**src/rtl/grf_wport_arbiter.sv**
```systemverilog
// grf_wport_arbiter: arbitrates the single GRF write port between the W stage
// (always preferred) and late results (MDU/CP0) that are buffered in a small FIFO.
// A 32-entry busy scoreboard marks registers that still have a late write pending.
// Optional build macro GRF_ARB_STARVE_GUARD_EN enables a starvation guard. The guard
// stalls the W stage for one cycle so that a FIFO head that has waited
// STARVE_LIMIT cycles can be written.
module grf_wport_arbiter #(
  parameter int unsigned DEPTH        = 4,
  parameter int unsigned STARVE_LIMIT = 8
) (
  input  logic                       clk,
  input  logic                       reset,
  input  logic                       w_we,
  input  logic [4:0]                 w_addr,
  input  logic [31:0]                w_data,
  input  logic                       a_valid,
  output logic                       a_ready,
  input  logic [4:0]                 a_addr,
  input  logic [31:0]                a_data,
  input  logic                       rsv_valid,
  input  logic [4:0]                 rsv_addr,
  input  logic [4:0]                 rd_addr1,
  input  logic [4:0]                 rd_addr2,
  output logic                       rd_busy1,
  output logic                       rd_busy2,
  output logic                       grf_we,
  output logic [4:0]                 grf_addr,
  output logic [31:0]                grf_wdata,
  output logic [$clog2(DEPTH):0]     fifo_cnt,
  output logic                       stall_w
);

  localparam int unsigned AW = $clog2(DEPTH);
  localparam int unsigned CW = AW + 1;

  logic [4:0]    mem_addr [DEPTH];
  logic [31:0]   mem_data [DEPTH];
  logic [AW-1:0] rd_ptr;
  logic [AW-1:0] wr_ptr;
  logic [CW-1:0] cnt;
  logic [31:0]   busy;
  logic [31:0]   busy_nxt;

  logic          empty;
  logic          full;
  logic          push;
  logic          pop;
  logic          w_win;
  logic          stall;
  logic [4:0]    head_addr;
  logic [31:0]   head_data;

  assign empty     = (cnt == '0);
  assign full      = (cnt == CW'(DEPTH));
  assign push      = a_valid && !full;
  assign head_addr = mem_addr[rd_ptr];
  assign head_data = mem_data[rd_ptr];
  assign a_ready   = !full;
  assign fifo_cnt  = cnt;
  assign stall_w   = stall;

`ifdef GRF_ARB_STARVE_GUARD_EN
  localparam int unsigned SW = $clog2(STARVE_LIMIT + 1);
  logic [SW-1:0] starve_cnt;

  assign stall = !empty && (starve_cnt == SW'(STARVE_LIMIT));

  // Count cycles the current head has waited without being popped.
  always_ff @(posedge clk or posedge reset) begin
    if (reset) begin
      starve_cnt <= '0;
    end else if (empty || pop) begin
      starve_cnt <= '0;
    end else begin
      starve_cnt <= starve_cnt + 1'b1;
    end
  end
`else
  assign stall = 1'b0;
`endif

  // Write-port mux: W stage wins unless it targets $0 or the guard forces a drain.
  always_comb begin
    w_win     = w_we && (w_addr != '0) && !stall;
    pop       = !empty && !w_win;
    grf_we    = 1'b0;
    grf_addr  = head_addr;
    grf_wdata = head_data;
    if (w_win) begin
      grf_we    = 1'b1;
      grf_addr  = w_addr;
      grf_wdata = w_data;
    end else if (pop) begin
      grf_we    = (head_addr != '0);
    end
  end

  // FIFO storage; contents need no reset since cnt gates their visibility.
  always_ff @(posedge clk) begin
    if (push) begin
      mem_addr[wr_ptr] <= a_addr;
      mem_data[wr_ptr] <= a_data;
    end
  end

  // FIFO pointers and occupancy; pointers wrap naturally at power-of-2 DEPTH.
  always_ff @(posedge clk or posedge reset) begin
    if (reset) begin
      rd_ptr <= '0;
      wr_ptr <= '0;
      cnt    <= '0;
    end else begin
      if (push) wr_ptr <= wr_ptr + 1'b1;
      if (pop)  rd_ptr <= rd_ptr + 1'b1;
      if (push && !pop)      cnt <= cnt + 1'b1;
      else if (pop && !push) cnt <= cnt - 1'b1;
    end
  end

  // Scoreboard next state: clear on pop first so a same-cycle reservation wins.
  always_comb begin
    busy_nxt = busy;
    if (pop && (head_addr != '0)) busy_nxt[head_addr] = 1'b0;
    if (rsv_valid && (rsv_addr != '0)) busy_nxt[rsv_addr] = 1'b1;
  end

  // Scoreboard register.
  always_ff @(posedge clk or posedge reset) begin
    if (reset) begin
      busy <= '0;
    end else begin
      busy <= busy_nxt;
    end
  end

  // Busy queries; $0 never reports busy.
  always_comb begin
    rd_busy1 = (rd_addr1 != '0) && busy[rd_addr1];
    rd_busy2 = (rd_addr2 != '0) && busy[rd_addr2];
  end

endmodule
```
**config.mk**
```make
export PLATFORM = sky130hd
export DESIGN_NAME = grf_wport_arbiter
export DESIGN_NICKNAME = d
export VERILOG_FILES = /design/src/rtl/grf_wport_arbiter.sv
export SDC_FILE = /design/constraint.sdc
export NUM_CORES = 1
export LEC_CHECK = 0
export ABC_CLOCK_PERIOD_IN_PS = 2750
export CORE_UTILIZATION = 53
export DETAILED_ROUTE_END_ITERATION = 10
export MAX_ROUTING_LAYER = met4
export PLACE_DENSITY = 0.92
export RECOVER_POWER = 100
export SYNTH_ARGS = -nofsm -noshare
export SYNTH_HDL_FRONTEND = slang
export SYNTH_SLANG_ARGS = --single-unit
```
**constraint.sdc**
```tcl
create_clock -name clk -period 2.75 [get_ports clk]
set_input_delay 0.275 -clock clk [delete_from_list [all_inputs] [get_ports clk]]
set_output_delay 0.275 -clock clk [all_outputs]
set_load 0.02 [all_outputs]
```
==> impl_results.md, run 1 <==
* Wirelength, routed at 20680 um
* Crit end category: primary output
* TritonCTS buffer count at 17
* Worst Hold Slack at about 0.53 ns
* Hold Crit Class: flip-flop to flip-flop
* Run status: finished with violations
* Setup violators final at 32
* Dpl hpwl at ~13000 um
* Async set-reset flop share out of synthesis at between 20% and 30%
* Largest net degree at the start of global routing at 39
* Clock Skew at between 0.01 and 0.015 ns
* EDFF count, synth at approximately 150
* Wirelength per Cell at around 23 um
* Failing checks: max-capacitance violations, max-slew violations, negative setup slack
* H-tree levels at 4
* Non-Filler Instances at around 900
* Port Buffers at 137
* Register area share after synthesis at between 60 and 70%
* First-pass GRT wire length at around 32000 um
* Fillers at between 900 and 1000
* Critical path type: flip-flop to primary output
* Remaining DRCs at 0
* CORE AREA at roughly 0.015 sq mm
* Cell Area, Placed at between 0.01 and 0.015 sq mm
* Fraction of layout cells with a size suffix above 1 at roughly a quarter
* Mapped cell area at 0.008312 sq mm
* Core Rows at 45
* Commonest non-fill, non-tap cell in the layout: edfxtp_1
* Commonest non-fill, non-tap cells in the layout: edfxtp_1, clkdlybuf4s50_1, mux4_2
* Cells after Synth at 503
* Reg clk slew, reported paths at approximately 0.070 ns
* Critical Path RT at ~2.5 ns
* Fin crit share at 105.2%
* Crit path launch type: flip-flop
* Hold violation count in the final report at 0
* Clk sink count at around 190
* Unrepaired setup endpoints after global routing: true
* Finished Cell Area at roughly 0.011 sq mm
* IO Pins at around 140
* Max Clk Rate at around 350 MHz
* Vias in the first global route at between 5000 and 6000
* Routed Antenna Nets at 0
* Global placement routability congestion at roughly 1.0
* DP Cell Count at 860
* Worst EP arrival at 2.62 ns
* Crit Path Max Fanout at 5
* Area delta synth->final at 29.10%
* Final Critical Period at slightly below 3 ns
* Die Span Y at 127.2 um
* Max-Cap Viols at 1
* Die width at 127.2 um
* Vias per cell at between 6 and 7
* Clock Path Buffers at 2
* Netlist cell types at 50
* Initial DRC Count at approximately 440
* Starting Density at ~54%
* Gr usage total at between 20 and 30%
* Overflow after GRT at 0
* Vias at 5437
* Root Driver: clkbuf_16
* Clk_lat worst skew at around 0.43 ns
* Worst vdd ir at about 0.56 mV
* P_leak at 0.003789 uW
* Drt pass-1 iters at 5
* Relative max-transition margin at -38.28%
* Final #Nets at between 700 and 800
* Post-synthesis register bit count at approximately 190
* CTS tree: done
* Setup WS post-layout at -0.1417 ns
* Worst Max-Slew Pin Slew at approximately 2.1 ns
* Syn nets at 603
* Avg Inst Size Synth at between 15 and 20 sq um
* YS warnings at 0
* Initial antenna violation count at 6
* Power Density at around 980 mW/mm^2
* Final Max Tran Viols at 39
* Prevailing post-synth register cell: edfxtp_1
* Die footprint at between 0.015 and 0.02 sq mm
==> sequential cells by signal (all words and copies together) (netlist names) <==
name / count
mem_data: 128
rd_ptr: 2
wr_ptr: 2
mem_addr: 20
fifo_cnt: 3
busy: 31
==> routing by layer <==
| metal | vias up | wire, um | track usage, % |
|---|---|---|---|
| met5 | - | 0 | - |
| met1 | 2717 | 7992 | 33.50 |
| met3 | 53 | 1527 | 6.575 |
| met4 | 0 | 533 | 11.55 |
| li1 | 2367 | - | - |
| met2 | 300 | 10630 | 44.54 |
==> worst max-delay path: stages (launching register included) <==
cell             delay [ns]
dfrtp_2                0.46
mux4_2                 0.58
or2_4                  0.32
nor4_4                 0.34
o21ai_0                0.17
clkdlybuf4s15_1        0.33
==> cells by family (layout without fill, tap and decap cells) <==
| kind of cell | count (synthesis) | after routing | share of synthesized area (%) |
|---|---|---|---|
| adders and majority gates | 6 | 6 | 0.9935 |
| DFF | 186 | 186 | 64.91 |
| and+or+nand+nor | 124 | 124 | 7.708 |
| AOI/OAI and AO/OA | 59 | 59 | 5.073 |
| muxes | 89 | 89 | 18.92 |
| xor gates and xnor gates | 6 | 6 | 0.6322 |
| buffers and inverters | 32 | 213 | 1.716 |
| other | 1 | 7 | 0.04512 |
==> stage by stage <==
stage	power, uW	TNS [ns]	setup slack, ns	util, %
after global routing	11010	-4.346	-0.2043	70.32
after detailed placement	8307	-3.406	-0.1348	66.62
after global placement	8122	-1.701	-0.1366	66.62
final	10560	-2.046	-0.1417	70.32
after CTS	10610	-0.2776	-0.1402	70.61
after floorplan	6720	0	0.5219	-
==> Yosys cell counts (all sizes together), types with 3 or more instances <==
cell type	n	area (sq um)
buf	13	71.32
nor4	3	18.77
mux4	51	1149
edfxtp	148	4444
nor2	38	142.6
nor3	14	70.07
mux2	35	394.1
inv	5	18.76
xnor2	4	35.03
dfrtp	38	950.9
nand3b	13	97.59
o32a	11	110.1
clkbuf	14	52.55
nand2	23	86.33
nand3	6	30.03
mux2i	3	30.03
o21ai	17	85.08
nor3b	5	37.54
ha	5	62.56
a21oi	13	65.06
o22a	3	26.28
or3b	5	43.79
and3	7	43.79
o41ai	3	26.28
==> report_power, final <==
| group | switching [uW] | internal, uW |
|---|---|---|
| clock | 1120 | 1200 |
| sequential | 425 | 3830 |
| combinational | 2090 | 1890 |
| total | 3640 | 6920 |
==> final cells by class <==
type	instances	area, sq um	share of cell area, %
clock inverters	14	130.1	1.213
diodes	6	15.01	0.1399
inverters	5	18.77	0.1749
multi-input cells	285	2803	26.12
repair buffers	176	1673	15.59
flip-flops and latches	186	5398	50.30
clock buffers	18	429.2	4.000
well taps	211	264.0	2.460
==> final timing paths <==
| kind | cells past startpoint | from | to | slack, ns |
|---|---|---|---|---|
| min in group asynchronous | 3 | reset | busy[28] | 1.04 |
| max in group asynchronous | 3 | reset | rd_ptr[1] | 0.36 |
| setup reg to reg | 4 | wr_ptr[0] | mem_data[0][28] | 0.22 |
| hold / removal | 1 | busy[13] | busy[13] | 0.53 |
| hold reg to reg | 1 | busy[13] | busy[13] | 0.53 |
| setup / recovery | 5 | rd_ptr[0] | grf_we | -0.14 |
==> repair_timing <==
action                     4_1_cts  5_1_grt
hold buffers                     0        0
cloned                           1        0
setup endpoints to repair       38       23
resized for setup               49       10
setup buffers                    1        1
Note: power is estimated with default switching activity, not from simulation.
==> inputs of run 2 (changes only) <==
Settings changed: REMOVE_ABC_BUFFERS set to 1, SLEW_MARGIN set to 30.
==> impl_results.md, run 2 (same netlist as run 1, synthesis figures left out) <==
* CORE AREA at 0.01526 sq mm (unchanged)
* Run status: complete, no violations
* Core Rows at 45 (unchanged)
* Starting Density at 54.47% (unchanged)
* Max Clk Rate at 367.0 MHz (+6.1%)
* Setup WS post-layout at 0.02540 ns (+0.1671 ns)
* Final Max Tran Viols at 0 (-100%)
* Unrepaired setup endpoints after global routing: true
* Relative max-transition margin at 24.83% (+63 points)
* Overflow after GRT at 0 (unchanged)
* Remaining DRCs at 0 (unchanged)
* Met3 global-route usage at 6.951% (+0.38 points)
* First-pass GRT wire length at 33220 um (+5.1%)
* Fin crit share at 99.08% (-6.1 points)
* Worst Max-Slew Pin Slew at 1.128 ns (-0.9466 ns)
* Vias in the first global route at 5811 (+2.8%)
* Initial antenna violation count at 6 (unchanged)
* Met2 usage at 49.06% (+4.5 points)
* Clock Path Buffers at 2 (unchanged)
* Area delta synth->final at 29.81%
* Fraction of layout cells with a size suffix above 1 at 27.00% (+3.2 points)
* H-tree levels at 4 (unchanged)
* Wirelength per Cell at 23.84 um (+3.9%)
* Critical path type: input pin to primary output
* Crit Path Max Fanout at 17 (+12)
* GR met1 Demand/Resource at 34.99% (+1.5 points)
* IO Pins at 139 (unchanged)
* Reg clk slew, reported paths at 0.07 ns (about the same)
* Crit end category: primary output
* Wirelength, routed at 21600 um (+4.4%)
* Vias at 5434 (-0.055%)
* Regs by FF count: mem_data (128), busy (31), mem_addr (20)
* Max-Cap Viols at 0 (-1)
* Routed Antenna Nets at 0 (unchanged)
* TritonCTS buffer count at 17 (unchanged)
* Port Buffers at 137 (unchanged)
* Clock Skew at 0.008050 ns (-0.003185 ns)
* Non-Filler Instances at 906 (+0.55%)
* Pwr Total at 10810 uW (+2.4%)
* Crit path launch type: input pin
* Commonest non-fill, non-tap cells in the layout: edfxtp_1, clkdlybuf4s50_1, mux4_2
* Initial DRC Count at 416 (-5.7%)
* Drt pass-1 iters at 4 (-1)
* Worst Hold Slack at 0.4174 ns (-0.1123 ns)
* Root Driver: clkbuf_16
* Critical Path RT at 2.48 ns (about the same)
* Die width at 127.2 um (unchanged)
* Clk_lat worst skew at 0.43 ns (about the same)
* Power Density at 1002 mW/mm^2 (+1.8%)
* Final #Nets at 777 (+0.78%)
* Hold Crit Class: input pin to async pin
* Dpl hpwl at 13770 um (+3.2%)
* Clk sink count at 186 (unchanged)
* Final Critical Period at 2.725 ns (-0.1671 ns)
* Max reg flops at 128 (unchanged)
* Gr usage total at 29.52% (+2.0 points)
* Top reg by flops: mem_data
* P_leak at 0.003786 uW (about the same)
* Vias per cell at 5.998 (-0.61%)
* Setup violators final at 0 (-100%)
* Die footprint at 0.01619 sq mm (unchanged)
* Worst EP arrival at 2.45 ns (-0.17 ns)
* Pre-CTS WS at -0.09991 ns (+0.03489 ns)
* Worst vdd ir at 0.5749 mV (+2.3%)
* Hold violation count in the final report at 0 (unchanged)
* DP Cell Count at 857 (-0.35%)
* Die Span Y at 127.2 um (unchanged)
* Global placement routability congestion at 0.9159 (-11%)
* Largest net degree at the start of global routing at 39 (unchanged)
* CTS tree: done
* Busiest grt layer: met2
* Commonest non-fill, non-tap cell in the layout: edfxtp_1
[run 2: cell types whose count changed in the layout (fill, tap and decap cells not counted), sizes merged]
cell / before / now
dlygate4sd2: 34 / 19
bufinv: 0 / 1
clkinv: 5 / 4
clkbuf: 32 / 29
clkdlybuf4s50: 55 / 54
buf: 27 / 35
clkdlybuf4s15: 1 / 20
dlymetal6s2s: 3 / 0
[run 2: metal layers]
layer | share of wire (%) | routed length (um) | vias to the layer above
li1 | - | - | 2379
met1 | 39 | 8337 | 2780
met2 | 52 | 11310 | 233
met3 | 6.1 | 1317 | 42
met4 | 2.9 | 631 | 0
met5 | 0 | 0 | -
[run 2: per-stage QoR]
step	instance area, sq um	util [%]	TNS, ns
6_report	10790	70.71	0
5_1_grt	10790	70.71	-0.009610
4_1_cts	10830	70.98	-0.04382
3_5_place_dp	10120	66.31	-2.877
3_3_place_gp	10120	66.31	-0.6512
2_1_floorplan	8188	-	-67.06
[run 2: where the power goes]
part / internal, uW / switching (uW) / total, uW
clock network: 1270 / 1100 / 2370
logic: 2020 / 2170 / 4190
registers: 3830 / 414 / 4240
total: 7120 / 3690 / 10800
[run 2: path summary, 6_finish.rpt]
check / from / slack (ns) / cells past startpoint / to
hold / removal: reset / 0.42 / 3 / busy[25]
max in group asynchronous: reset / 1.94 / 3 / rd_ptr[1]
setup reg to reg: rd_ptr[0] / 0.27 / 7 / busy[16]
min in group clk: fifo_cnt[2] / 0.54 / 1 / fifo_cnt[2]
hold reg to reg: fifo_cnt[2] / 0.54 / 1 / fifo_cnt[2]
setup / recovery: w_addr[2] / 0.03 / 7 / grf_wdata[29]
[run 2: what timing repair did]
action                     4_1_cts  5_1_grt
hold buffers                     0        0
setup endpoints to repair       40       19
pin swaps                        0        1
gates resized for setup         80        8
buffers inserted                 7        4
gates cloned                     2        0
[run 2: cell type report]
cell class | instances | area (sq um)
Sequential cell | 186 | 5398
Fill cell | 967 | 4469
Multi-Input combinational cell | 285 | 2786
Timing Repair Buffer | 182 | 1744
Clock buffer | 17 | 425.4
Tap cell | 211 | 264.0
Clock inverter | 14 | 137.6
Inverter | 5 | 18.77
Antenna cell | 6 | 15.01
[run 2: worst max-delay path, cell delays in order]
cell and delay, ns:
clkdlybuf4s50_1 0.44, or3_4 0.42, o31ai_4 0.26, buf_4 0.16, buf_12 0.16, mux2_2 0.38, dlygate4sd2_1 0.33
